==> src/rtl/median_frame_ctrl_if.sv <==
// Handshake and control bundle between the frame sequencer and
// the row source, median datapath and row sink.
interface median_frame_ctrl_if #(
  parameter int ROW_W = 9
);
  logic             start;
  logic             abort;
  logic             in_valid;
  logic             in_ready;
  logic             load_en;
  logic [1:0]       win_mode;
  logic             med_go;
  logic             med_done;
  logic             out_valid;
  logic             out_ready;
  logic [ROW_W-1:0] row_idx;
  logic             busy;
  logic             frame_done;

  modport master (
    output start, abort, in_valid, med_done, out_ready,
    input  in_ready, load_en, win_mode, med_go, out_valid,
    input  row_idx, busy, frame_done
  );

  modport slave (
    input  start, abort, in_valid, med_done, out_ready,
    output in_ready, load_en, win_mode, med_go, out_valid,
    output row_idx, busy, frame_done
  );
endinterface

==> src/rtl/median_frame_ctrl.sv <==
// Frame sequencer for the 3-row median filter: line-buffer loads,
// edge window selection, median launch and output row handshake.
module median_frame_ctrl #(
  parameter int ROWS  = 256,
  parameter int ROW_W = 9
) (
  input logic CLK,
  input logic RST,
  median_frame_ctrl_if.slave bus
);

  typedef enum logic [2:0] {
    IDLE, FILL, CALC, OUT, LOAD, DONE
  } state_t;

  localparam logic [1:0] W_TOP = 2'b00;
  localparam logic [1:0] W_MID = 2'b01;
  localparam logic [1:0] W_BOT = 2'b10;

  localparam logic [ROW_W-1:0] LAST = ROW_W'(ROWS - 1);
  localparam logic [ROW_W-1:0] ONE  = ROW_W'(1);

  state_t           state;
  logic             fill_cnt;
  logic             go_q;
  logic [1:0]       mode_q;
  logic [ROW_W-1:0] row_q;
  logic [ROW_W-1:0] row_nx;

  assign row_nx = row_q + ONE;

  assign bus.in_ready   = (state == FILL) || (state == LOAD);
  assign bus.load_en    = bus.in_valid & bus.in_ready & ~bus.abort;
  assign bus.out_valid  = (state == OUT);
  assign bus.busy       = (state != IDLE);
  assign bus.frame_done = (state == DONE);
  assign bus.win_mode   = mode_q;
  assign bus.row_idx    = row_q;
  // launch is suppressed in the cycle an abort lands
  assign bus.med_go     = go_q & ~bus.abort;

  always_ff @(posedge CLK or negedge RST) begin
    if (!RST) begin
      state    <= IDLE;
      fill_cnt <= 1'b0;
      go_q     <= 1'b0;
      mode_q   <= W_TOP;
      row_q    <= '0;
    end else begin
      go_q <= 1'b0;
      if (bus.abort) begin
        state <= IDLE;
      end else begin
        unique case (state)
          IDLE: begin
            if (bus.start) begin
              state    <= FILL;
              row_q    <= '0;
              fill_cnt <= 1'b0;
            end
          end
          FILL: begin
            if (bus.in_valid) begin
              if (fill_cnt) begin
                state  <= CALC;
                mode_q <= W_TOP;
                row_q  <= '0;
                go_q   <= 1'b1;
              end else begin
                fill_cnt <= 1'b1;
              end
            end
          end
          CALC: begin
            if (bus.med_done) state <= OUT;
          end
          OUT: begin
            if (bus.out_ready) begin
              if (row_q == LAST) begin
                state <= DONE;
              end else if (row_nx < LAST) begin
                row_q <= row_nx;
                state <= LOAD;
              end else begin
                // last row reuses the buffers: no new input
                row_q  <= row_nx;
                state  <= CALC;
                mode_q <= W_BOT;
                go_q   <= 1'b1;
              end
            end
          end
          LOAD: begin
            if (bus.in_valid) begin
              state  <= CALC;
              mode_q <= W_MID;
              go_q   <= 1'b1;
            end
          end
          DONE: state <= IDLE;
          default: state <= IDLE;
        endcase
      end
    end
  end

endmodule
==> src/flat_wrapper.sv <==
// flat-port wrapper written by rule: the top's interface ports become plain ports
module median_frame_ctrl_flat 
#(
  parameter int ROWS  = 256,
  parameter int ROW_W = 9
)
  (CLK, RST, bus_start, bus_abort, bus_in_valid, bus_med_done, bus_out_ready, bus_in_ready, bus_load_en, bus_win_mode, bus_med_go, bus_out_valid, bus_row_idx, bus_busy, bus_frame_done);
  median_frame_ctrl_if #(.ROW_W(ROW_W)) bus_i ();
  input logic CLK;
  input logic RST;
  input wire logic [$bits(bus_i.start)-1:0] bus_start;
  input wire logic [$bits(bus_i.abort)-1:0] bus_abort;
  input wire logic [$bits(bus_i.in_valid)-1:0] bus_in_valid;
  input wire logic [$bits(bus_i.med_done)-1:0] bus_med_done;
  input wire logic [$bits(bus_i.out_ready)-1:0] bus_out_ready;
  output wire logic [$bits(bus_i.in_ready)-1:0] bus_in_ready;
  output wire logic [$bits(bus_i.load_en)-1:0] bus_load_en;
  output wire logic [$bits(bus_i.win_mode)-1:0] bus_win_mode;
  output wire logic [$bits(bus_i.med_go)-1:0] bus_med_go;
  output wire logic [$bits(bus_i.out_valid)-1:0] bus_out_valid;
  output wire logic [$bits(bus_i.row_idx)-1:0] bus_row_idx;
  output wire logic [$bits(bus_i.busy)-1:0] bus_busy;
  output wire logic [$bits(bus_i.frame_done)-1:0] bus_frame_done;
  assign bus_i.start = bus_start;
  assign bus_i.abort = bus_abort;
  assign bus_i.in_valid = bus_in_valid;
  assign bus_i.med_done = bus_med_done;
  assign bus_i.out_ready = bus_out_ready;
  assign bus_in_ready = bus_i.in_ready;
  assign bus_load_en = bus_i.load_en;
  assign bus_win_mode = bus_i.win_mode;
  assign bus_med_go = bus_i.med_go;
  assign bus_out_valid = bus_i.out_valid;
  assign bus_row_idx = bus_i.row_idx;
  assign bus_busy = bus_i.busy;
  assign bus_frame_done = bus_i.frame_done;
  median_frame_ctrl #(.ROWS(ROWS), .ROW_W(ROW_W)) u_core (.CLK(CLK), .RST(RST), .bus(bus_i));
endmodule
==> config.mk <==
export PLATFORM = sky130hd
export DESIGN_NAME = median_frame_ctrl_flat
export DESIGN_NICKNAME = d
export VERILOG_FILES = /design/src/rtl/median_frame_ctrl_if.sv /design/src/rtl/median_frame_ctrl.sv /design/src/flat_wrapper.sv
export SDC_FILE = /design/constraint.sdc
export NUM_CORES = 1
export LEC_CHECK = 0
export CAP_MARGIN = 20
export CORE_MARGIN = 1
export CORE_UTILIZATION = 45
export DETAILED_ROUTE_END_ITERATION = 12
export DONT_BUFFER_PORTS = 1
export MAX_ROUTING_LAYER = met4
export PLACE_DENSITY_LB_ADDON = 0.15
export SYNTH_ARGS = -nofsm -noshare
export SYNTH_HDL_FRONTEND = slang
export SYNTH_SLANG_ARGS = --single-unit
==> constraint.sdc <==
create_clock -name CLK -period 4.1 [get_ports CLK]
set_input_delay 0.82 -clock CLK [delete_from_list [all_inputs] [get_ports CLK]]
set_output_delay 0.82 -clock CLK [all_outputs]
set_load 0.01 [all_outputs]
# Word-level counts from Yosys, hierarchy flattened
# Cells that the tools add are included.
dict set report word_totals {
  input_bits 7
  regBits 16
  wordCells 74
}
dict set report classes {
  reduce_logical 10
  addsub 1
  n_lt_le_gt_ge 1
  n_eq_ne 19
  bitwise_logic 4
  muxes 34
}
# operator n
set op_table {}
lappend op_table {{9-bit 2-to-1 mux} 5}
lappend op_table {{3-bit 2-to-1 mux} 9}
lappend op_table {{9-bit one-hot mux with 3 select lines} 1}
lappend op_table {{3-bit != test (second input constant)} 5}
lappend op_table {{3-bit one-hot mux with 5 select lines} 1}
lappend op_table {{2-bit 2-to-1 mux} 6}
lappend op_table {{2-bit != test (second input constant)} 6}
lappend op_table {{9-bit by 1-bit adder with 9-bit output (second input constant)} 1}
lappend op_table {{9-bit by 8-bit == test with 1-bit output (second input constant)} 1}
lappend op_table {{9-bit by 8-bit less-than comparator with 1-bit output (second input constant)} 1}
lappend op_table {{1-bit 2-to-1 mux} 9}
lappend op_table {{3-bit nonzero test} 3}
lappend op_table {{8-bit AND reduction} 1}
lappend op_table {{7-bit AND reduction} 1}
lappend op_table {{3-bit by 2-bit == test with 1-bit output (second input constant)} 2}
lappend op_table {{3-bit == test (second input constant)} 2}
lappend op_table {{2-bit one-hot mux with 3 select lines} 1}
lappend op_table {{6-bit AND reduction} 1}
lappend op_table {{4-bit AND reduction} 1}
lappend op_table {{1-bit bitwise AND} 3}
lappend op_table {{3-bit by 1-bit == test with 1-bit output (second input constant)} 1}
lappend op_table {{3-bit zero test} 1}
lappend op_table {{3-bit by 2-bit != test with 1-bit output (second input constant)} 1}
lappend op_table {{1-bit one-hot mux with 3 select lines} 1}
lappend op_table {{5 further kinds} 5}

# Logic depth before layout (Yosys ltp)
dict set report depth {
  ltp_word 7
  mapped_depth 11
}

# Least setup slack after synthesis
# No wires, ideal clock.
dict set report synth_path {
  kind {register to register}
  start {register u_core.row_q[0], in the netlist u_core.bus.row_idx[0]}
  end {register u_core.state[1]}
  synth_period_minus_slack_ps 2475
  stages_incl_launch_ff 11
  slack_ps 1625
  setup_ps 123
  t_arrival_ps 2352
  cell_sequence {dfrtp_1 -> ha_1 -> and4_2 -> and2_1 -> and3_1 -> ha_1 -> nand2_1 -> or3_1 -> nand3_1 -> nor2_1 -> o2bb2ai_1}
}
dict set report synth_via {
  elab_chain_len 7
}
# element line_no
set synth_lines {}
lappend synth_lines {{from (decl)} median_frame_ctrl.sv:27} ;# logic [ROW_W-1:0] row_q;
lappend synth_lines {{from (signal assigned)} median_frame_ctrl.sv:82} ;# row_q <= row_nx;
lappend synth_lines {{from (signal assigned)} median_frame_ctrl.sv:86} ;# row_q <= row_nx;
lappend synth_lines {{9-bit by 1-bit adder with 9-bit output} median_frame_ctrl.sv:30} ;# assign row_nx = row_q + ONE;
lappend synth_lines {{9-bit by 8-bit less-than comparator with 1-bit output} median_frame_ctrl.sv:81} ;# end else if (row_nx < LAST) begin
lappend synth_lines {{3-bit 2-to-1 mux} median_frame_ctrl.sv:81}
lappend synth_lines {{3-bit 2-to-1 mux *} median_frame_ctrl.sv:79} ;# if (row_q == LAST) begin
lappend synth_lines {{3-bit 2-to-1 mux *} median_frame_ctrl.sv:78} ;# if (bus.out_ready) begin
lappend synth_lines {{3-bit one-hot mux with 5 select lines *} median_frame_ctrl.sv:54} ;# unique case (state)
lappend synth_lines {{3-bit 2-to-1 mux *} median_frame_ctrl.sv:51} ;# if (bus.abort) begin
lappend synth_lines {{to (signal assigned)} median_frame_ctrl.sv:52} ;# state <= IDLE;
lappend synth_lines {{to (signal assigned)} median_frame_ctrl.sv:57} ;# state <= FILL;
lappend synth_lines {{to (signal assigned)} median_frame_ctrl.sv:80} ;# state <= DONE;
lappend synth_lines {{to (decl)} median_frame_ctrl.sv:23} ;# state_t state;
# Every way passes the cells marked *; elsewhere a longest branch is shown, timed or not. The select of a mux whose other input is x is not followed.
# A chain may end at the register's enable or synchronous reset.

# Final worst setup path
dict set report layout_path {
  start {register u_core.row_q[0], in the netlist u_core.bus.row_idx[0]}
  end {register u_core.row_q[4], in the netlist u_core.bus.row_idx[4]}
}
dict set report layout_via {
  elab_chain_len 4
}
# element line_no
set layout_lines {}
lappend layout_lines {{9-bit by 1-bit adder with 9-bit output} median_frame_ctrl.sv:30}
lappend layout_lines {{9-bit 2-to-1 mux} median_frame_ctrl.sv:79}
lappend layout_lines {{9-bit 2-to-1 mux} median_frame_ctrl.sv:78}
lappend layout_lines {{9-bit one-hot mux with 3 select lines} median_frame_ctrl.sv:54}
# Parallel ways exist; a longest one is shown, timed or not. The select of a mux whose other input is x is not followed.

==> impl_summary.txt <==
----------------------------------------------------
[Floorplanning]
  Initial core utilization ... around half
  Height of the chip ... 51.9 um
  Number of I/O pins ... 24
  Overall die width ... 51.9 um
  Die area ... between 0.002 and 0.003 sq mm
  Count of standard-cell rows ... 17
  Core Footprint ... 0.00228 sq mm

[CTS]
  Clock tree from TritonCTS ... done
  Max Buffers Root-to-Sink ... 2
  CTS-repair resized insts ... 0
  Clock transition at the register clock pins on the worst setup and hold paths after CTS ... roughly 0.1 ns
  Worst skew pair latency ... between 0.2 and 0.3 ns
  CTS buffer count ... 3
  Number of levels in the clock H-tree ... 1
  Buffers inserted by post-CTS timing repair ... 0
  Root buffer selected by CTS ... sky130_fd_sc_hd__clkbuf_4
  Total clock sinks ... 16
  Cts-stage hold buffer count ... 0

[Place]
  Hpwl dp ... around 1700 um
  Quantity of I/O buffers inserted on ports ... 0
  Routability-driven placement congestion ratio ... 0.879
  Worst setup slack before clock tree synthesis ... 1.41 ns
  Post-place instance area ... ~0.0011 sq mm

[Yosys]
  Syn Inst Count ... between 100 and 150
  Post-synthesis area per instance ... 8.83 sq um
  Share of the synthesized area in the top cell type ... 35.7%
  Number of distinct library cells after synthesis ... 40
  Number of enable-type register cells in the synthesized netlist ... 0
  Post-synthesis cell area ... 0.00112 sq mm
  Warnings from Yosys ... 0
  Largest area contributor in the synthesized netlist ... sky130_fd_sc_hd__dfrtp_1
  Proportion of synthesized flip-flops having asynchronous set or reset ... 100%
  Most used flip-flop cell after synthesis ... sky130_fd_sc_hd__dfrtp_1
  Sequential element share of the synthesized area ... about 36%
  Synth Register Bits ... 16
  Cells taking the most area after synthesis ... sky130_fd_sc_hd__dfrtp_1, sky130_fd_sc_hd__o21ai_0, sky130_fd_sc_hd__nand2_1, sky130_fd_sc_hd__nor2_1, sky130_fd_sc_hd__o31ai_1
  Net count after synthesis ... about 140

[Pwr]
  Static leakage ... about 0.46 nW
  Logic gate share of total power ... about a tenth
  Portion of total power attributed to sequential cells ... 56.2%
  Sw Pwr ... approximately 80 uW
  Ratio of total power to cell area ... ~270 mW/mm^2
  Switching part of the total power ... 25.3%
  Largest vdd supply drop ... 0.133 mV
  Internal power ... 231 uW
  Clock power frac ... 33.9%

[GRT]
  Total congestion overflow after global routing ... 0
  Global router's overall resource usage ... 19.8%
  Met1 Use GR ... about a quarter
  Met2 GRT Util ... about a third
  Pin count of the biggest net entering global routing ... 17
  Vias in the first global route ... 840
  Wire length of the first global-routing pass ... approximately 3800 um
  Met3 GRT Util ... 5.26%
  Top Usage Layer GRT ... met2
  Number of antenna violations at the first check in global routing ... 0

[Flow run]
  Max capacitance violation total ... 0

[Setup path]
  Critical Path RT ... around 4.3 ns
  Maximum fanout count along the critical path ... 11
  Cell-by-cell listing of the critical path ... ha_1, and4_2, and2_1, and3_1, ha_1, nand3b_1, nand3_1, nand3_1, o21ai_0, o31ai_1
  Largest stage delay on the critical path ... 0.50 ns
  Worst flop-to-flop path startpoint ... u_core.bus.row_idx[0]
  Critical path type ... reg2reg
  Kind of launch point of the worst setup path ... flop
  Endpoint kind of the worst setup timing path ... flop
  Master of the slowest instance on the critical path ... sky130_fd_sc_hd__dfrtp_1
  Arrival time of data at the critical path endpoint ... 2.89 ns
  Worst Reg2Reg Path Length in Cells ... 10
  Critical R2R Capture ... u_core.bus.row_idx[4]
  R2R Setup Slk ... around 1.4 ns

[Timing]
  Worst Clk Skew ... between 0.004 and 0.005 ns
  Setup tns final ... 0 ns
  Tmin final ... 2.73 ns
  Number of hold violations in the final report ... 0
  Hold_ws ... around 0.21 ns
  Final max-slew violation count ... 0
  Pin slew with the least headroom to its limit ... 0.644 ns
  Relative slew margins ... 57.1%
  Setup WS post-layout ... ~1.4 ns
  Count of endpoints failing setup in the final report ... 0
  Final worst path period share ... 66.6%
  Highest Clock Rate ... between 0.3 and 0.4 GHz
  Setup repair after global routing missed its margin ... no

[Cells and area]
  Filler instances ... between 200 and 250
  Total area of multi-input combinational cells ... 638 sq um
  Share of cells above drive strength 1 ... roughly an eighth
  Synthesis-to-finish area growth ... 1.34%
  Final net count ... 134
  Antenna diodes ... 0
  Post-route cell area ... 0.00114 sq mm
  Register cell area after layout ... around 400 sq um

[Drt]
  Routed vias/inst ... about 6.2
  Violation count after the first detailed-routing iteration ... 29
  Number of remaining DRC errors ... 0
  Post-Route WL ... between 2000 and 2500 um
  Number of search-and-repair iterations in the first detailed-routing pass ... 4
  Wire length per cell after detailed routing ... between 15 and 20 um
  Routed Antenna Nets ... 0
  Total number of vias ... 943

[Min path]
  Kind of path behind the tightest hold check ... in2async

[Outcome]
  Run status ... finished, final reports clean

----------------------------------------------------
-- layer usage --
layer	share of wire [%]	routed length, um
met5	0	0
met4	0.61	14
met3	5.8	133
met2	50	1160
met1	43	998
-- critical path, delay by kind of cell (launching register included) --
kind | cells | cell delay (ns)
and+or+nand+nor | 6 | 1.18
AOI/OAI and AO/OA | 2 | 0.37
adders and majority gates | 2 | 0.55
DFF | 1 | 0.50
-- cells in the final DEF, fill, tap and decap left out --
cell type	netlist	layout
sky130_fd_sc_hd__o41a_1	1	1
sky130_fd_sc_hd__o211a_2	1	1
sky130_fd_sc_hd__xnor2_1	1	1
sky130_fd_sc_hd__nand3_4	1	1
sky130_fd_sc_hd__nor2b_1	5	5
sky130_fd_sc_hd__o21ai_2	1	1
sky130_fd_sc_hd__nor3_1	2	2
sky130_fd_sc_hd__a31oi_1	3	3
sky130_fd_sc_hd__nor2_8	1	1
sky130_fd_sc_hd__nand2_2	1	1
sky130_fd_sc_hd__o2bb2ai_1	1	1
sky130_fd_sc_hd__o21ai_1	2	2
sky130_fd_sc_hd__clkbuf_4	0	3
sky130_fd_sc_hd__o31ai_4	1	1
sky130_fd_sc_hd__o31ai_1	5	5
sky130_fd_sc_hd__or3_1	3	3
sky130_fd_sc_hd__nand4_2	1	1
sky130_fd_sc_hd__inv_1	7	7
sky130_fd_sc_hd__mux4_2	1	1
sky130_fd_sc_hd__a21bo_2	1	1
sky130_fd_sc_hd__nor2_1	11	11
sky130_fd_sc_hd__nand3b_1	1	1
sky130_fd_sc_hd__nand4_1	2	2
sky130_fd_sc_hd__o21ai_0	12	12
sky130_fd_sc_hd__o41ai_2	1	1
sky130_fd_sc_hd__o41ai_1	2	2
sky130_fd_sc_hd__nand2b_1	2	2
sky130_fd_sc_hd__ha_1	2	2
sky130_fd_sc_hd__and4_2	1	1
sky130_fd_sc_hd__nor4_1	1	1
sky130_fd_sc_hd__clkbuf_8	0	1
sky130_fd_sc_hd__dfrtp_1	16	16
sky130_fd_sc_hd__a32oi_1	1	1
sky130_fd_sc_hd__nand3_1	5	5
sky130_fd_sc_hd__or2_0	1	1
sky130_fd_sc_hd__a21oi_1	5	5
sky130_fd_sc_hd__nand2_1	13	13
sky130_fd_sc_hd__and3_1	4	4
sky130_fd_sc_hd__and2_1	1	1
-- through the flow --
step | total power, mW | util (%) | std cells
2_1_floorplan | 0.206 | - | 127
3_3_place_gp | 0.208 | 48.3 | 148
3_5_place_dp | 0.208 | 48.3 | 148
4_1_cts | 0.316 | 49.9 | 152
5_1_grt | 0.330 | 49.9 | 152
6_report | 0.310 | 49.9 | 152
-- power groups by stage --
stage               Sequential [mW]  Clock (mW)  Combinational (mW)
floorplan                     0.173           0              0.0335
global placement              0.177           0              0.0309
detailed placement            0.177           0              0.0307
CTS                           0.174       0.111              0.0310
global route                  0.175       0.119              0.0354
finish                        0.174       0.105              0.0307
-- cell families after synthesis --
kind of cell	synth area share [%]
and+or+nand+nor	28.3
xor gates and xnor gates	0.781
muxes	2.01
adders and majority gates	2.23
buffers and inverters	7.37
AOI/OAI and AO/OA	23.6
DFF	35.7
-- registers in the layout (all words and copies together), names as in the netlist --
name	flops
u_core.state	3
u_core.fill_cnt	1
u_core.go_q	1
u_core.bus.win_mode	2
u_core.bus.row_idx	9
-- worst max-delay path by stage --
stage	slack, ns	cells after the start	end	from
final	1.37	10	u_core.bus.row_idx[4]	u_core.bus.row_idx[0]
after global routing	1.13	10	u_core.bus.row_idx[2]	u_core.bus.row_idx[0]
after CTS	1.38	10	u_core.bus.row_idx[4]	u_core.bus.row_idx[0]
after detailed placement	1.41	10	u_core.bus.row_idx[6]	u_core.bus.row_idx[0]
after global placement	1.46	10	u_core.bus.row_idx[2]	u_core.bus.row_idx[0]
after floorplan	1.63	10	u_core.state[1]	u_core.bus.row_idx[0]
-- area by class of cell --
type	instances	area share, %
inverters	7	2.31
well taps	28	3.08
clock buffers	4	3.19
multi-input cells	97	56.2
flip-flops and latches	16	35.2
-- synthesized netlist by cell type, types with 2 or more instances --
master and count:
sky130_fd_sc_hd__and3_1 4, sky130_fd_sc_hd__o21ai_1 2, sky130_fd_sc_hd__a31oi_1 3, sky130_fd_sc_hd__o21ai_0 12
sky130_fd_sc_hd__nand3_1 5, sky130_fd_sc_hd__buf_2 3, sky130_fd_sc_hd__nor3_1 2, sky130_fd_sc_hd__nand2b_1 2
sky130_fd_sc_hd__inv_1 7, sky130_fd_sc_hd__nand2_1 13, sky130_fd_sc_hd__dfrtp_1 16, sky130_fd_sc_hd__or3_1 3
sky130_fd_sc_hd__nand4_1 2, sky130_fd_sc_hd__o31ai_1 5, sky130_fd_sc_hd__o41ai_1 2, sky130_fd_sc_hd__a21oi_1 5
sky130_fd_sc_hd__nor2_1 11, sky130_fd_sc_hd__ha_1 2, sky130_fd_sc_hd__buf_6 3, sky130_fd_sc_hd__nor2b_1 5
No activity file was read; power rests on OpenSTA's default activity.
